File: src/rtl/sweep_pkg.sv
// Shared types for the exhaustive stimulus/capture sweep.
// State encoding and the pattern-count helper.
package sweep_pkg;

    typedef enum logic [1:0] {
        IDLE,
        DRIVE,
        DONE
    } sweep_state_t;

    function automatic int nvec(input int n_in);
        return 1 << n_in;
    endfunction

endpackage

File: src/rtl/vector_sweep_capture.sv
// Drives every input pattern to a circuit, captures its output per pattern,
// and reports the response word against a golden word.
module vector_sweep_capture
    import sweep_pkg::*;
#(
    parameter int N_IN   = 3,
    parameter int SETTLE = 1,
    localparam int NVEC  = nvec(N_IN)
) (
    input  logic            CK,
    input  logic            reset,
    input  logic            start,
    input  logic [NVEC-1:0] golden,
    output logic [N_IN-1:0] dut_in,
    input  logic            dut_out,
    output logic            busy,
    output logic            resp_valid,
    input  logic            resp_ready,
    output logic [NVEC-1:0] resp,
    output logic            mismatch,
    output logic [N_IN-1:0] fail_idx
);

    localparam logic [3:0] SETTLE_C = 4'(SETTLE);

    sweep_state_t    state_q, state_d;
    logic [N_IN-1:0] idx_q, idx_d;
    logic [3:0]      cnt_q, cnt_d;
    logic [NVEC-1:0] gold_q, gold_d;
    logic [NVEC-1:0] resp_q, resp_d;
    logic            mis_q, mis_d;
    logic [N_IN-1:0] fail_q, fail_d;

    always_ff @(posedge CK or negedge reset) begin
        if (!reset) begin
            state_q <= IDLE;
            idx_q   <= '0;
            cnt_q   <= '0;
            gold_q  <= '0;
            resp_q  <= '0;
            mis_q   <= 1'b0;
            fail_q  <= '0;
        end else begin
            state_q <= state_d;
            idx_q   <= idx_d;
            cnt_q   <= cnt_d;
            gold_q  <= gold_d;
            resp_q  <= resp_d;
            mis_q   <= mis_d;
            fail_q  <= fail_d;
        end
    end

    always_comb begin
        state_d = state_q;
        idx_d   = idx_q;
        cnt_d   = cnt_q;
        gold_d  = gold_q;
        resp_d  = resp_q;
        mis_d   = mis_q;
        fail_d  = fail_q;
        unique case (state_q)
            IDLE: begin
                if (start) begin
                    state_d = DRIVE;
                    gold_d  = golden;
                    idx_d   = '0;
                    cnt_d   = '0;
                    resp_d  = '0;
                    mis_d   = 1'b0;
                    fail_d  = '0;
                end
            end
            DRIVE: begin
                if (cnt_q != SETTLE_C) begin
                    cnt_d = cnt_q + 4'd1;
                end else begin
                    resp_d[idx_q] = dut_out;
                    // only the first differing pattern is reported
                    if (dut_out != gold_q[idx_q] && !mis_q) begin
                        mis_d  = 1'b1;
                        fail_d = idx_q;
                    end
                    cnt_d = '0;
                    if (idx_q == '1) begin
                        state_d = DONE;
                    end else begin
                        idx_d = idx_q + N_IN'(1);
                    end
                end
            end
            DONE: begin
                if (resp_ready) begin
                    state_d = IDLE;
                end
            end
            default: state_d = IDLE;
        endcase
    end

    assign dut_in     = idx_q;
    assign busy       = (state_q == DRIVE);
    assign resp_valid = (state_q == DONE);
    assign resp       = resp_q;
    assign mismatch   = mis_q;
    assign fail_idx   = fail_q;

endmodule

File: config.mk
export PLATFORM = sky130hd
export DESIGN_NAME = vector_sweep_capture
export DESIGN_NICKNAME = d
export VERILOG_FILES = /design/src/rtl/sweep_pkg.sv /design/src/rtl/vector_sweep_capture.sv
export SDC_FILE = /design/constraint.sdc
export NUM_CORES = 1
export LEC_CHECK = 0
export ABC_AREA = 1
export BUFFER_PORTS_ARGS = -buffer_cell sky130_fd_sc_hd__buf_2
export CAP_MARGIN = 10
export CELL_PAD_IN_SITES_DETAIL_PLACEMENT = 0
export CELL_PAD_IN_SITES_GLOBAL_PLACEMENT = 1
export CORE_ASPECT_RATIO = 0.7
export CORE_MARGIN = 2
export CORE_UTILIZATION = 38
export CTS_BUF_LIST = sky130_fd_sc_hd__clkbuf_2 sky130_fd_sc_hd__clkbuf_4 sky130_fd_sc_hd__clkbuf_8
export CTS_CLUSTER_SIZE = 16
export DETAILED_ROUTE_END_ITERATION = 10
export PLACE_DENSITY_LB_ADDON = 0.05
export SLEW_MARGIN = 0
export SYNTH_ARGS = -nofsm -noshare
export SYNTH_HDL_FRONTEND = slang
export SYNTH_SLANG_ARGS = --single-unit
File: constraint.sdc
create_clock -name CK -period 1.4 [get_ports CK]
set_input_delay 0.21 -clock CK [delete_from_list [all_inputs] [get_ports CK]]
set_output_delay 0.21 -clock CK [all_outputs]
set_load 0.005 [all_outputs]
==> results by group, run 1 <==
Logic synthesis
  – Distinct cell type count after synthesis: 24
  – Number of flops mapped to enable cells by yosys: 0
  – Dominant synthesized flop cell: dfrtp_1
  – Leading area contributor after synthesis: dfrtp_1
  – Yosys reg bits: 29
  – Synth Area per Inst: 8.85 sq um
  – Netlist area before placement: 0.00151 sq mm
  – Part of the Yosys area used for sequential elements: 48.2%
  – Synth top area share: 48.2%
  – Proportion of register bits with asynchronous set or reset after synthesis: 100%
  – Ranking of synthesized cells by area: dfrtp_1 (48%), nand2_1 (9.0%), inv_1 (5.5%)
  – Post-synthesis net count: 187
  – Yosys warnings: 0
  – Most instantiated library cell after synthesis: nand2_1
  – Top cell types by occurrence after synthesis: nand2_1 (36), dfrtp_1 (29), inv_1 (22)
  – Cells after Synth: 170

Hold path
  – Cell depth of the worst min-delay path: 2
  – Worst hold path type: in2reg
  – Endpoint with the worst hold slack: state_q[1]
  – Worst Hold Launch: resp_ready

Clock tree
  – Clock latency on the worst-skew pair: 0.29 ns
  – TritonCTS Buffers: 5
  – Number of clock sinks: 29
  – H-tree lvl count: 2
  – CTS tree: yes
  – Post-CTS clock slew at the launch and capture registers of the worst setup and hold paths: 0.06 ns
  – Number of buffers between clock root and the deepest sink: 2
  – Buffer type at the clock tree root: clkbuf_8

Power and ir drop
  – Power per cell area: 2430 mW/mm^2
  – Max VDD drop: 0.000960 V
  – Static Leakage: 1.16 nW

Critical path
  – Reg2reg start: dut_in[0]
  – Crit path max fanout: 7
  – Critical-path cell with the highest stage delay: dfrtp_1
  – Kind of cell adding the most delay to the critical path: flip-flops
  – Data arrival time of the critical path: 1.63 ns
  – Reg-to-reg slack, setup: -0.02 ns
  – Crit path capture type: register
  – Path type of the worst setup path: reg2reg
  – Cell chain of the critical path: buf_6, ha_2, ha_4, a21oi_4, nand3_1, o21ai_1
  – R2r endpoint: dut_in[1]
  – Depth of the most critical reg-to-reg path: 6
  – CP bufs+invs: 1
  – Worst Setup Start Kind: register
  – Largest stage delay, worst path: 0.40 ns
  – Data required, critical path: 1.61 ns

Place
  – Minimum setup slack after placement: -0.0832 ns
  – Port Buffer Count: 29
  – Routability Congestion: 0.819
  – Total instance count after detailed placement: 269
  – Estimated wirelength of the detail-placed design: 2570 microns

Detailed routing
  – Initial detailed-routing violation count: 28
  – Average wire per standard cell: 13.5 microns
  – Total routed wirelength: 4010 microns
  – Via count: 1,415
  – Post-detailed-route DRC marker count: 0
  – Length of the first detailed-routing pass in iterations: 4
  – Via density per instance: 4.76
  – Remaining antenna violation count: 0

Timing
  – Fin crit share: 101%
  – Final worst setup slack: -0.0173 ns
  – Tightest slew margin relative to the limit: 53.9%
  – Count of final setup violators: 7
  – Worst setup skew after layout: 0.00517 ns
  – Unrepaired setup endpoints after global routing: yes
  – Pin slew with the least headroom to its limit: 0.691 ns
  – Achievable Freq: 706 MHz
  – Clock period minus worst slack: 1.42 ns
  – Number of pins with negative max-slew slack in the final report: 0
  – Accumulated negative setup slack: -0.0645 ns
  – Final hold violation count: 0
  – Hold Worst Slack: 0.107 ns

Finish
  – Area growth syn-to-layout: 56.9%
  – Final net count: 261
  – Ant diodes: 0
  – Finished Layout Cells: 297
  – Post-route core utilization: 61.3%
  – Fraction of layout cells with a size suffix above 1: 55.9%

Global route
  – Via count of the first global-routing pass: 1,360
  – Initial antenna violation count: 0
  – Wire length of the first global-routing pass: 6400 microns
  – Remaining global-route overflow: 0
  – Maximum number of pins on one net before global-route repair: 30
  – Total global routing track utilization: 19.4%

Floorplanning
  – Core Area: 0.00385 sq mm
  – DIE AREA: 0.00449 sq mm
  – Number of cell rows: 19
  – Starting density of the core: 39.1%
  – Die height: 56.7 microns
  – Number of ports placed on the die boundary: 30
  – Die Span X: 79.2 microns

Status
  – Result of the run: finished with violations
  – Failing checks: negative setup slack

Run
  – MaxCap Viol Count: 0
==> through the flow <==
step / cell area (sq um) / total power (W)
after floorplan: 1520 / 0.00282
after global placement: 1870 / 0.00369
after detailed placement: 1870 / 0.00373
after CTS: 2190 / 0.00521
after global routing: 2360 / 0.00618
final: 2360 / 0.00575
==> cells by family after synthesis <==
family / after synthesis / share of synthesized area, %
DFF: 29 / 48.2
adders and majority gates: 4 / 3.33
buffers and inverters: 29 / 7.98
AOI/OAI and AO/OA: 34 / 14.9
and+or+nand+nor: 70 / 22.9
muxes: 2 / 1.50
xor gates and xnor gates: 2 / 1.16
==> metal layers <==
metal / GRT usage, % / share of wire [%] / vias up
li1: - / - / 704
met1: 27.1 / 50 / 679
met2: 27.4 / 44 / 24
met3: 4.82 / 3.1 / 8
met4: 10.6 / 2.6 / 0
met5: 0 / 0 / -
==> area by class of cell <==
| class | count | area (sq um) |
|---|---|---|
| Timing Repair Buffer | 71 | 510 |
| Fill cell | 345 | 1490 |
| Inverter | 25 | 104 |
| Clock inverter | 1 | 30.0 |
| Tap cell | 52 | 65.1 |
| Clock buffer | 7 | 90.1 |
| Sequential cell | 29 | 729 |
| Multi-Input combinational cell | 112 | 832 |
==> placed cells by master (no fill, tap or decap), drive strengths merged, types with 2 or more instances in the layout <==
master,synthesis,layout
inv,25,25
a21oi,12,12
mux2,2,2
ha,4,4
nor2,16,16
clkbuf,1,7
o21ai,10,10
nand3,15,15
buf,3,70
dfrtp,29,29
nand2,39,39
o31ai,4,4
o22ai,7,7
==> worst max-delay path by stage <==
stage                   start           to  slack (ns)  cells after the start
detailed placement  dut_in[0]    dut_in[1]       -0.08                      6
floorplan           dut_in[0]  fail_idx[0]        0.02                     11
global route        dut_in[0]     mismatch       -0.12                     11
global placement    dut_in[0]    dut_in[0]       -0.07                      6
CTS                 dut_in[0]    dut_in[2]      -0.009                      6
finish              dut_in[0]    dut_in[1]       -0.02                      6
==> flip-flops by register name (all words and copies together), names as in the netlist <==
register / flops
resp: 8
fail_idx: 3
mismatch: 1
dut_in: 3
cnt_q: 4
gold_q: 8
state_q: 2
==> timing repair <==
action,in CTS,in global routing
gates resized for setup,27,37
pin swaps,14,19
endpoints found under the setup margin,17,17
buffers inserted,12,7
hold buffers,1,0
endpoints found under the hold margin,29,0
==> power by group <==
part / total (W) / internal, W / leakage (nW) / switching, W
combinational: 0.00341 / 0.00165 / 0.739 / 0.00177
clock: 0.000932 / 0.000599 / 0.0619 / 0.000333
sequential: 0.00140 / 0.00118 / 0.358 / 0.000223
No activity file was read; power rests on OpenSTA's default activity.
==> run 2: changes to the inputs <==
SKIP_CTS_REPAIR_TIMING = 1   (was unset)
==> run 2 against run 1 <==
Net effect:
- the run ends with negative hold slack, negative setup slack left
- clock power decreased by 0.9%
- first-iteration DRC count increased by 25%
- worst setup slack got worse by 0.0094 ns
- wire length decreased by 6.3%
- die area unchanged
- non-clock buffer count decreased by 8
- power decreased by 5.8%
- sequential cell count unchanged
- combinational power decreased by 9.1%
- cell area decreased by 5.0%
==> results by group, run 2 (synthesis results as in run 1) <==
Critical path
  – CP bufs+invs: 1 (unchanged)
  – Worst Setup Start Kind: register
  – Largest stage delay, worst path: 0.40 ns (about the same)
  – Critical-path cell with the highest stage delay: dfrtp_1
  – Crit path capture type: register
  – Cell chain of the critical path: buf_6, ha_2, ha_4, a21oi_4, nand3_1, o21ai_0
  – Data arrival time of the critical path: 1.63 ns (about the same)
  – Data required, critical path: 1.60 ns (about the same)
  – Crit path max fanout: 7 (unchanged)
  – Path type of the worst setup path: reg2reg
  – Kind of cell adding the most delay to the critical path: flip-flops

Clock tree
  – Clock latency on the worst-skew pair: 0.28 ns (about the same)
  – Number of clock sinks: 29 (unchanged)
  – Number of buffers between clock root and the deepest sink: 2 (unchanged)
  – Post-CTS clock slew at the launch and capture registers of the worst setup and hold paths: 0.07 ns (about the same)
  – Buffer type at the clock tree root: clkbuf_8
  – CTS tree: yes
  – H-tree lvl count: 2 (unchanged)
  – TritonCTS Buffers: 5 (unchanged)

Finish
  – Fill cell count: 353 (+2.3%)
  – Most common cell after layout, fill and taps aside: nand2_1
  – Fraction of layout cells with a size suffix above 1: 48.5% (-7.4 points)
  – Final design area excluding fillers: 0.00224 sq mm (-5.0%)
  – Final net count: 253 (-3.1%)
  – Area growth syn-to-layout: 49.0%
  – Leading cell types in the layout, fill and taps excluded: nand2_1 (31), buf_4 (30), buf_2 (28)
  – Ant diodes: 0 (unchanged)

Global route
  – Initial antenna violation count: 0 (unchanged)
  – Wire length of the first global-routing pass: 5910 microns (-7.8%)
  – Via count of the first global-routing pass: 1,280 (-5.9%)
  – Maximum number of pins on one net before global-route repair: 30 (unchanged)
  – Total global routing track utilization: 17.9% (-1.4 points)
  – Remaining global-route overflow: 0 (unchanged)

Run
  – MaxCap Viol Count: 0 (unchanged)

Detailed routing
  – Remaining antenna violation count: 0 (unchanged)
  – Via density per instance: 4.72 (-1.0%)
  – Length of the first detailed-routing pass in iterations: 4 (unchanged)
  – Total routed wirelength: 3760 microns (-6.3%)
  – Post-detailed-route DRC marker count: 0 (unchanged)
  – Via count: 1,363 (-3.7%)
  – Initial detailed-routing violation count: 35 (+25%)
  – Average wire per standard cell: 13.0 microns (-3.7%)

Timing
  – Count of final setup violators: 2 (-5)
  – Tightest slew margin relative to the limit: 55.6% (+1.6 points)
  – Fin crit share: 102% (+0.67 points)
  – Final hold violation count: 29 (+29)
  – Achievable Freq: 701 MHz (-0.66%)
  – Number of pins with negative max-slew slack in the final report: 0 (unchanged)
  – Hold Worst Slack: -0.0454 ns (-0.153 ns)
  – Worst setup skew after layout: 0.00602 ns (+0.000853 ns)
  – Clock period minus worst slack: 1.43 ns (+0.00941 ns)
  – Unrepaired setup endpoints after global routing: yes
  – Pin slew with the least headroom to its limit: 0.667 ns (-0.0243 ns)
  – Final worst setup slack: -0.0267 ns (-0.00941 ns)

Power and ir drop
  – Static Leakage: 1.10 nW (-4.9%)
  – Max VDD drop: 0.000908 V (-5.4%)
  – Power per cell area: 2410 mW/mm^2 (-0.89%)

Status
  – Failing checks: negative hold slack, negative setup slack
  – Result of the run: finished with violations

Place
  – Port Buffer Count: 29 (unchanged)
  – Area of placed instances: 0.00187 sq mm (unchanged)
  – Routability Congestion: 0.819 (unchanged)
  – Minimum setup slack after placement: -0.0832 ns (unchanged)
  – Estimated wirelength of the detail-placed design: 2570 microns (unchanged)

Floorplanning
  – Number of ports placed on the die boundary: 30 (unchanged)
  – Core Area: 0.00385 sq mm (unchanged)
  – Die Span X: 79.2 microns (unchanged)
  – Number of cell rows: 19 (unchanged)
  – DIE AREA: 0.00449 sq mm (unchanged)
  – Die height: 56.7 microns (unchanged)
  – Starting density of the core: 39.1% (unchanged)

Hold path
  – Worst hold path type: in2async
==> run 2: power by group <==
part	switching (W)	internal, W
Clock	0.000325	0.000599
Sequential	0.000211	0.00118
Combinational	0.00163	0.00147
==> run 2: cell type report <==
class	count	area (sq um)	area share [%]
Clock inverter	1	30.0	1.34
Tap cell	52	65.1	2.90
Inverter	25	109	4.85
Multi-Input combinational cell	112	781	34.8
Clock buffer	7	90.1	4.02
Sequential cell	29	729	32.5
Timing Repair Buffer	63	439	19.6
==> run 2: path summary, 6_finish.rpt <==
path / startpoint / endpoint / slack (ns) / cells past startpoint
max in group asynchronous: reset / state_q[1] / 0.97 / 1
max: dut_in[0] / dut_in[1] / -0.03 / 6
max reg2reg: dut_in[0] / dut_in[1] / -0.03 / 6
min reg2reg: fail_idx[2] / fail_idx[2] / 0.48 / 2
min in group CK: resp_ready / state_q[1] / 0.13 / 2
min: reset / fail_idx[0] / -0.05 / 1
==> run 2: worst reg2reg max path, delay by kind of cell (launching register included) <==
| family | cells | cell delay [ns] |
|---|---|---|
| flops | 1 | 0.40 |
| fa+ha+maj | 2 | 0.37 |
| compound gates | 2 | 0.32 |
| buf+inv | 1 | 0.14 |
| simple gates | 1 | 0.11 |
==> run 2: layer usage <==
layer,track usage (%),wire [microns],vias to the layer above
met4,10.8,79,0
met3,4.82,168,6
met1,24.2,1850,637
met2,25.7,1660,31
met5,0,0,-
li1,-,-,689
==> run 2: stage by stage <==
step | TNS [ns] | total power (W) | instances | util, %
after floorplan | 0 | 0.00282 | 170 | -
after global placement | -0.473 | 0.00369 | 269 | 48.5
after detailed placement | -0.617 | 0.00373 | 269 | 48.5
after CTS | -1.03 | 0.00469 | 277 | 51.6
after global routing | -0.795 | 0.00583 | 289 | 58.3
final | -0.0293 | 0.00541 | 289 | 58.3
==> run 3: changes to the inputs <==
==> constraint.sdc (replaced) <==
create_clock -name CK -period 1.4 [get_ports CK]
set_input_delay 0.07 -clock CK [delete_from_list [all_inputs] [get_ports CK]]
set_output_delay 0.07 -clock CK [all_outputs]
set_load 0.005 [all_outputs]
==> run 3 against run 2 <==
Net effect:
- the flow finishes with violations (negative setup slack)
- sequential power hardly changed
- cell area is 1.7% lower
- non-clock buffer count is 3 lower
- wire length is 1.7% lower
- hold slack better by 0.062 ns
- register-to-register slack hardly changed
- clock power hardly changed
- via count is 2.2% lower
- highest routed layer unchanged
==> results by group, run 3 (synthesis results as in run 1) <==
Status
  – Result of the run: finished with violations
  – Failing checks: negative setup slack

Timing
  – Unrepaired setup endpoints after global routing: yes
  – Clock period minus worst slack: 1.43 ns (+0.00321 ns)
  – Fin crit share: 102% (+0.23 points)
  – Tightest slew margin relative to the limit: 55.4% (-0.11 points)
  – Number of pins with negative max-slew slack in the final report: 0 (unchanged)
  – Achievable Freq: 699 MHz (-0.22%)
  – Pin slew with the least headroom to its limit: 0.668 ns (+0.00165 ns)
  – Count of final setup violators: 6 (+4)
  – Final hold violation count: 0 (-100%)
  – Final worst setup slack: -0.0299 ns (-0.00321 ns)
  – Worst setup skew after layout: 0.00599 ns (-0.0000351 ns)

Place
  – Total instance count after detailed placement: 269 (unchanged)
  – Port Buffer Count: 29 (unchanged)
  – Estimated wirelength of the detail-placed design: 2570 microns (unchanged)
  – Routability Congestion: 0.819 (unchanged)
  – Area of placed instances: 0.00187 sq mm (unchanged)

Global route
  – Remaining global-route overflow: 0 (unchanged)
  – Initial antenna violation count: 0 (unchanged)
  – Maximum number of pins on one net before global-route repair: 30 (unchanged)
  – Via count of the first global-routing pass: 1,280 (unchanged)
  – Total global routing track utilization: 17.9% (unchanged)
  – Wire length of the first global-routing pass: 5910 microns (unchanged)

Clock tree
  – H-tree lvl count: 2 (unchanged)
  – CTS tree: yes
  – Number of clock sinks: 29 (unchanged)
  – Buffer type at the clock tree root: clkbuf_8
  – Number of buffers between clock root and the deepest sink: 2 (unchanged)
  – Post-CTS clock slew at the launch and capture registers of the worst setup and hold paths: 0.06 ns (about the same)
  – Clock latency on the worst-skew pair: 0.28 ns (about the same)
  – TritonCTS Buffers: 5 (unchanged)

Floorplanning
  – DIE AREA: 0.00449 sq mm (unchanged)
  – Starting density of the core: 39.1% (unchanged)
  – Number of cell rows: 19 (unchanged)
  – Die height: 56.7 microns (unchanged)
  – Number of ports placed on the die boundary: 30 (unchanged)
  – Core Area: 0.00385 sq mm (unchanged)
  – Die Span X: 79.2 microns (unchanged)

Detailed routing
  – Highest Signal Layer: met4
  – Average wire per standard cell: 12.9 microns (-0.64%)
  – Post-detailed-route DRC marker count: 0 (unchanged)
  – Total routed wirelength: 3700 microns (-1.7%)
  – Routed wire length on met3: 139 microns (-17%)
  – Via count: 1,333 (-2.2%)
  – Via density per instance: 4.66 (-1.2%)
  – Met1 routed wirelength after detailed routing: 1890 microns (+2.0%)
  – Initial detailed-routing violation count: 27 (-23%)
  – Remaining antenna violation count: 0 (unchanged)
  – Met2 routed wirelength: 1590 microns (-4.2%)
  – Length of the first detailed-routing pass in iterations: 4 (unchanged)

Finish
  – Final net count: 250 (-1.2%)
  – Fraction of layout cells with a size suffix above 1: 45.7% (-2.8 points)
  – Area growth syn-to-layout: 46.5%
  – Leading cell types in the layout, fill and taps excluded: nand2_1 (31), buf_2 (29), dfrtp_1 (26)
  – Finished Layout Cells: 286 (-1.0%)
  – Final design area excluding fillers: 0.00220 sq mm (-1.7%)
  – Post-route core utilization: 57.2% (-1.0 points)
  – Ant diodes: 0 (unchanged)
  – Most common cell after layout, fill and taps aside: nand2_1

Critical path
  – Crit path max fanout: 7 (unchanged)
  – CP bufs+invs: 1 (unchanged)
  – Worst Setup Start Kind: register
  – Crit path capture type: register
  – CP Depth: 6 (unchanged)
  – Critical-path cell with the highest stage delay: dfrtp_1
  – Path type of the worst setup path: reg2reg
  – R2r endpoint: dut_in[1]
  – Data required, critical path: 1.61 ns (about the same)
  – Kind of cell adding the most delay to the critical path: flip-flops
  – Endpoint of the worst setup timing path: dut_in[1]
  – Critical Path Source: dut_in[0]
  – Reg-to-reg slack, setup: -0.03 ns (about the same)
  – Depth of the most critical reg-to-reg path: 6 (unchanged)
  – Cell chain of the critical path: buf_6, ha_2, ha_4, a21oi_4, nand3_1, o21ai_1
  – Reg2reg start: dut_in[0]
  – Largest stage delay, worst path: 0.40 ns (about the same)
  – Data arrival time of the critical path: 1.64 ns (about the same)

Power and ir drop
  – Max VDD drop: 0.000874 V (-3.7%)
  – Power per cell area: 2370 mW/mm^2 (-1.7%)
  – Static Leakage: 1.09 nW (-1.3%)

Hold path
  – Worst Hold Launch: golden[7]
  – Worst hold path type: in2reg

Run
  – MaxCap Viol Count: 0 (unchanged)
run 3: cell types whose count changed in the layout (fill, tap and decap cells not counted), sizes merged:
cell         previous run  this run
buf                    63        58
dlygate4sd3             0         2
run 3: area by class of cell:
| type | instances | area, sq um |
|---|---|---|
| clock buffer | 7 | 90.1 |
| clock inverter | 1 | 30.0 |
| fill | 358 | 1650 |
| inverter | 25 | 109 |
| multi-input combinational | 112 | 774 |
| sequential | 29 | 729 |
| tap | 52 | 65.1 |
| timing repair buffer | 60 | 407 |
run 3: worst register-to-register path, delay by kind of cell (launching register included):
family                   cells  cell delay [ns]
flip-flops                   1             0.40
adder cells (fa/ha/maj)      2             0.37
AO/OA/AOI/OAI                2             0.32
buffers and inverters        1             0.14
AND/OR/NAND/NOR              1             0.11
run 3: how the worst min path moves through the flow:
stage                        endpoint  slack, ns  cells past startpoint
after floorplan              cnt_q[0]      -0.23                      0
after global placement    fail_idx[2]       0.14                      1
after detailed placement  fail_idx[1]       0.15                      1
after CTS                 fail_idx[0]      -0.17                      1
after global routing        gold_q[7]       0.02                      2
final                       gold_q[7]       0.02                      2
run 3: power by group:
group | total, W | internal [W] | leakage, nW | switching [W]
Sequential | 0.00139 | 0.00118 | 0.358 | 0.000211
Clock | 0.000923 | 0.000599 | 0.0619 | 0.000324
Combinational | 0.00292 | 0.00135 | 0.669 | 0.00157
run 3: through the flow:
stage               worst slack (ns)  setup TNS, ns  hold slack [ns]  power [W]
floorplan                     0.0169              0           -0.226    0.00282
CTS                           -0.120         -0.931           -0.166    0.00469
global route                  -0.115         -0.836           0.0157    0.00564
detailed placement           -0.0832         -0.617            0.151    0.00373
global placement             -0.0722         -0.473            0.136    0.00369
finish                       -0.0299        -0.0530           0.0163    0.00523
run 3: layer usage:
layer	track usage, %	up-vias
li1	-	682
met1	24.2	618
met2	25.7	27
met3	4.82	6
met4	10.8	0
met5	0	-
